### src/rtl/ow_slot_engine.sv
// Multi-channel 1-Wire master slot engine: reset/presence, write-bit and read-bit
// slots on one of CH open-drain lines, timings scaled by CLK_PER_US.

module ow_lane #(
  parameter int CHW = 2,
  parameter int IDX = 0
) (
  input  logic           clk,
  input  logic           rst,
  input  logic           dq_in,
  input  logic           drive,
  input  logic [CHW-1:0] ch_sel,
  output logic           dq_sync,
  output logic           dq_ena
);
  logic meta;

  // Idle bus is high, so the synchroniser resets to 1 to avoid a false presence.
  always_ff @(posedge clk or posedge rst) begin
    if (rst) begin
      meta    <= 1'b1;
      dq_sync <= 1'b1;
    end else begin
      meta    <= dq_in;
      dq_sync <= meta;
    end
  end

  assign dq_ena = drive && (ch_sel == CHW'(IDX));
endmodule

module ow_slot_engine #(
  parameter int CH         = 4,
  parameter int CLK_PER_US = 8,
  parameter int T_RSTL     = 480,
  parameter int T_PDW      = 70,
  parameter int T_RSTH     = 410,
  parameter int T_SLOT     = 65,
  parameter int T_LOW1     = 6,
  parameter int T_LOW0     = 60,
  parameter int T_RDS      = 15,
  parameter int T_REC      = 5,
  localparam int CHW       = (CH > 1) ? $clog2(CH) : 1
) (
  input  logic           clk,
  input  logic           rst,
  input  logic           cmd_valid,
  output logic           cmd_ready,
  input  logic [1:0]     cmd_op,
  input  logic [CHW-1:0] cmd_ch,
  input  logic           cmd_wbit,
  output logic           rsp_valid,
  output logic           rsp_bit,
  output logic           rsp_err,
  input  logic [CH-1:0]  dq_in,
  output logic [CH-1:0]  dq_out,
  output logic [CH-1:0]  dq_ena
);
  localparam logic [15:0] C_RSTL = 16'(T_RSTL * CLK_PER_US);
  localparam logic [15:0] C_PDW  = 16'(T_PDW  * CLK_PER_US);
  localparam logic [15:0] C_RSTH = 16'(T_RSTH * CLK_PER_US);
  localparam logic [15:0] C_SLOT = 16'(T_SLOT * CLK_PER_US);
  localparam logic [15:0] C_LOW1 = 16'(T_LOW1 * CLK_PER_US);
  localparam logic [15:0] C_LOW0 = 16'(T_LOW0 * CLK_PER_US);
  localparam logic [15:0] C_RDS  = 16'(T_RDS  * CLK_PER_US);
  localparam logic [15:0] C_REC  = 16'(T_REC  * CLK_PER_US);

  if (!(CH >= 1 && CH <= 16 && CLK_PER_US >= 1 && T_LOW1 >= 1 && T_REC >= 1 &&
        T_LOW1 < T_RDS && T_RDS < T_SLOT && T_LOW0 < T_SLOT && T_PDW >= 1 &&
        T_PDW < T_RSTH && T_RSTL >= 1 && T_RSTL * CLK_PER_US < 65536 &&
        T_RSTH * CLK_PER_US < 65536)) begin : g_param_check
    $error("ow_slot_engine: illegal parameter set");
  end

  typedef enum logic [2:0] {IDLE, RST_LO, RST_HI, SLOT, REC, RESP} state_t;

  state_t         state, state_d;
  logic [15:0]    cnt;
  logic           cnt_clr, accept, illegal, drive;
  logic [CHW-1:0] ch_q;
  logic           rd_q, wbit_q;
  logic [CH-1:0]  dq_sync;
  logic [15:0]    low_len;

  assign illegal = (cmd_op == 2'b11) || (int'(cmd_ch) >= CH);
  assign low_len = (rd_q || wbit_q) ? C_LOW1 : C_LOW0;

  always_ff @(posedge clk or posedge rst) begin
    if (rst) state <= IDLE;
    else     state <= state_d;
  end

  always_comb begin
    state_d   = state;
    cnt_clr   = 1'b0;
    accept    = 1'b0;
    drive     = 1'b0;
    cmd_ready = 1'b0;
    rsp_valid = 1'b0;
    case (state)
      IDLE: begin
        cmd_ready = 1'b1;
        if (cmd_valid) begin
          accept  = 1'b1;
          cnt_clr = 1'b1;
          if (illegal)               state_d = RESP;
          else if (cmd_op == 2'b00)  state_d = RST_LO;
          else                       state_d = SLOT;
        end
      end
      RST_LO: begin
        drive = 1'b1;
        if (cnt == C_RSTL - 16'd1) begin
          state_d = RST_HI;
          cnt_clr = 1'b1;
        end
      end
      RST_HI: begin
        if (cnt == C_RSTH - 16'd1) begin
          state_d = RESP;
          cnt_clr = 1'b1;
        end
      end
      SLOT: begin
        drive = (cnt < low_len);
        if (cnt == C_SLOT - 16'd1) begin
          state_d = REC;
          cnt_clr = 1'b1;
        end
      end
      REC: begin
        if (cnt == C_REC - 16'd1) begin
          state_d = RESP;
          cnt_clr = 1'b1;
        end
      end
      RESP: begin
        rsp_valid = 1'b1;
        state_d   = IDLE;
      end
      default: state_d = IDLE;
    endcase
  end

  // rsp_bit/rsp_err are preset at acceptance and overwritten at the sample point.
  always_ff @(posedge clk or posedge rst) begin
    if (rst) begin
      cnt     <= '0;
      ch_q    <= '0;
      rd_q    <= 1'b0;
      wbit_q  <= 1'b0;
      rsp_bit <= 1'b0;
      rsp_err <= 1'b0;
    end else begin
      cnt <= cnt_clr ? '0 : cnt + 16'd1;
      if (accept) begin
        ch_q    <= cmd_ch;
        rd_q    <= (cmd_op == 2'b10);
        wbit_q  <= cmd_wbit;
        rsp_bit <= (cmd_op == 2'b01) && !illegal && cmd_wbit;
        rsp_err <= illegal;
      end
      if (state == RST_HI && cnt == C_PDW - 16'd1) begin
        rsp_bit <= ~dq_sync[ch_q];
        rsp_err <= dq_sync[ch_q];
      end
      if (state == SLOT && rd_q && cnt == C_RDS - 16'd1)
        rsp_bit <= dq_sync[ch_q];
    end
  end

  for (genvar i = 0; i < CH; i++) begin : g_lane
    ow_lane #(.CHW(CHW), .IDX(i)) u_lane (
      .clk     (clk),
      .rst     (rst),
      .dq_in   (dq_in[i]),
      .drive   (drive),
      .ch_sel  (ch_q),
      .dq_sync (dq_sync[i]),
      .dq_ena  (dq_ena[i])
    );
  end

  assign dq_out = '0;
endmodule

### config.mk
export PLATFORM = sky130hd
export DESIGN_NAME = ow_slot_engine
export DESIGN_NICKNAME = d
export VERILOG_FILES = /design/src/rtl/ow_slot_engine.sv
export SDC_FILE = /design/constraint.sdc
export NUM_CORES = 1
export LEC_CHECK = 0
export ABC_CLOCK_PERIOD_IN_PS = 3350
export CAP_MARGIN = 20
export CORE_MARGIN = 4
export CORE_UTILIZATION = 45
export CTS_CLUSTER_DIAMETER = 150
export CTS_CLUSTER_SIZE = 10
export DETAILED_ROUTE_END_ITERATION = 10
export PLACE_DENSITY = 0.67
export SLEW_MARGIN = 25
export SYNTH_ARGS = -nofsm -noshare
export SYNTH_HDL_FRONTEND = slang
export SYNTH_SLANG_ARGS = --single-unit
### constraint.sdc
create_clock -name clk -period 3.35 [get_ports clk]
set_input_delay 0.67 -clock clk [delete_from_list [all_inputs] [get_ports clk]]
set_output_delay 0.67 -clock clk [all_outputs]
set_load 0.02 [all_outputs]
==> flow_summary.ini <==
[clock_network]
clock_latency_ps = 280
cts_buffer_depth = 2
clk_pin_slew_ps = 60
clock_sinks = 33
cts-resized-gates = 5
cts-hold-fix-buffers = 0
numCtsBuffers = 5
cts_root_buffer = clkbuf_8
post_cts_buffers = 0
cts_tree = done
htreeDepth = 2

[placement]
routabilityCongestion = 0.965
dp_hpwl_um = 2750
place_ws_ps = 57.5
io_buffers = 19

[run_status]
outcome = complete, no violations

[global_route]
gr-total-overflow = 0
grt_pass1_vias = 1409
antenna_found_initial = 0
grt_max_degree = 34
grt.total_usage = 0.162
grt_pass1_wl_um = 6580

[sta]
tightest_slew_ps = 600
fmax_ghz = 0.311
setup_viol = 0
period_minus_slack_ps = 3210
setup_ws_ps = 135
rsz0062_at_grt = false
finalHoldViolCount = 0
fin_setup_tns_ps = 0
fin_skew_ps = 4.08
slew_headroom = 0.596
fin_crit_sh = 0.960
drv_slew = 0

[power_and_ir_drop]
vdd_drop_max_uv = 281
pwr_density_cell_nw_per_um2 = 379
power_w = 0.000822
leakagePower_nw = 0.991

[drt]
wl_met1_um = 1640
drtIter0Drc = 117
drt_pre_antenna_iters = 4
drcViolationCount = 0
route.met3.wl_um = 248
detail_route.wl_per_cell_um = 14.6
totalWireLength_um = 3740
ant_nets = 0
vias = 1414
dr.max_layer_used = met4
wl_met2_um = 1770
viasPerCell = 5.52

[synthesis]
synth_flop_cell = dfrtp_1
netlist_instances = 186
ys_seq_area_frac = 0.448
synth_edf_count = 0
syn_avg_cell_area_um2 = 10.0
synth_area_um2 = 1870
yosysWarnings = 0
ys_ff_latch = 33
yosysUniqueCellTypes = 44
async_flop_share = 1.00

[die]
die_height_um = 72.4
fp.dieArea_um2 = 5240
start_util = 0.466
rows = 23
die_x_um = 72.4
io_pins = 24
core_area_um2 = 4000

[setup_path]
path_class = register to primary output
cp_max_fo = 4
critPathRequiredTime_ps = 2680
end_kind = primary output
start_kind = register
worstPathArrival_ps = 2540

[finish]
n_antenna_cell = 0
drive_gt1_frac = 0.204
nNetsFinal = 224
area_growth_pct = 16.2
nFillCells = 364

[min_path]
hold_class = register to register

[flow_run]
maxCapViolCount = 0
[path summary, 6_finish.rpt]
| kind | start | end | depth (start not counted) | slack, ps |
|---|---|---|---|---|
| max | rd_q | dq_ena[2] | 7 | 140 |
| min | g_lane[0].u_lane.meta | g_lane[0].u_lane.dq_sync | 0 | 360 |
| max reg2reg | cnt[13] | rsp_bit | 5 | 760 |
| min reg2reg | g_lane[0].u_lane.meta | g_lane[0].u_lane.dq_sync | 0 | 360 |
| max in group asynchronous | rst | g_lane[1].u_lane.dq_sync | 3 | 2260 |
| min in group asynchronous | rst | cnt[5] | 3 | 770 |
[cell type report]
class	count	area [µm²]	share of cell area
multi-input combinational	137	923	0.426
clock buffer	6	82.6	0.0381
timing repair buffer	22	204	0.0941
inverter	6	22.5	0.0104
clock inverter	2	37.5	0.0173
sequential	33	836	0.385
tap	50	62.6	0.0289
[worst max-delay path: stages, from the launching register on]
cell and delay, ps:
dfrtp_1 410, or2_2 350, ha_1 180, or4_1 390
nor4_1 210, o21ai_1 180, a21oi_1 180, dlygate4sd2_1 350
[metal layers]
metal,up-vias,GRT usage
li1,679,-
met1,677,0.196
met2,51,0.272
met3,7,0.0471
met4,0,0.0656
met5,-,0
[synthesized netlist by cell type, types with 3 or more instances]
cell / instances / area share
nor3_1: 6 / 0.016
clkbuf_1: 4 / 0.0080
nand4_1: 5 / 0.017
ha_1: 7 / 0.047
xor2_1: 11 / 0.052
and3_1: 4 / 0.013
dfrtp_1: 25 / 0.34
o21ai_0: 3 / 0.0080
nor2_2: 10 / 0.034
inv_1: 6 / 0.012
xnor2_1: 3 / 0.014
mux2_2: 4 / 0.024
nor4_1: 4 / 0.013
buf_4: 8 / 0.032
nor2_1: 15 / 0.030
nand3_1: 8 / 0.021
nand2b_1: 3 / 0.010
dfstp_2: 8 / 0.11
nand2_1: 15 / 0.030
a21oi_1: 6 / 0.016
[where the power goes]
group | internal, W | switching [W] | leakage [nW]
clock network | 0.000242 | 0.000140 | 0.0574
logic | 0.0000147 | 0.0000169 | 0.525
registers | 0.000407 | 0.00000142 | 0.409
[sequential cells by signal, summed over array words and instances, names as in the netlist]
signal,cells
g_lane.u_lane.meta,4
rsp_bit,1
cnt,16
rsp_err,1
rd_q,1
wbit_q,1
state,3
ch_q,2
g_lane.u_lane.dq_sync,4
[cells by family (layout without fill, tap and decap cells)]
group                    after synthesis  after routing  synth area share
AND/OR/NAND/NOR                       88             88             0.274
flip-flops                            33             33             0.448
AO/OA/AOI/OAI                         19             19            0.0644
buffers and inverters                 19             36            0.0630
XOR/XNOR                              14             14            0.0657
adder cells (fa/ha/maj)                7              7            0.0469
multiplexers                           5              5            0.0362
other                                  1              4           0.00201
[metrics by stage]
step / util / std cells / instance area [µm²] / hold WS [ps]
3_3_place_gp: 0.514 / 248 / 2060 / 345
4_1_cts: 0.543 / 256 / 2170 / 360
6_report: 0.542 / 256 / 2170 / 359
3_5_place_dp: 0.514 / 248 / 2060 / 351
2_1_floorplan: - / 189 / 1880 / 345
5_1_grt: 0.542 / 256 / 2170 / 369
[placed cells by master (no fill, tap or decap), types with 5 or more instances in the layout]
cell type,synthesis,routed
nor2_2,10,10
nand2_1,15,15
nor2_1,15,15
clkdlybuf4s50_1,0,15
clkbuf_8,0,6
dfstp_2,8,8
nand4_1,5,5
nor3_1,6,6
dfrtp_1,25,25
inv_1,6,6
nand3_1,8,8
xor2_1,11,11
ha_1,7,7
a21oi_1,6,6
(Power assumes the default switching activity.)
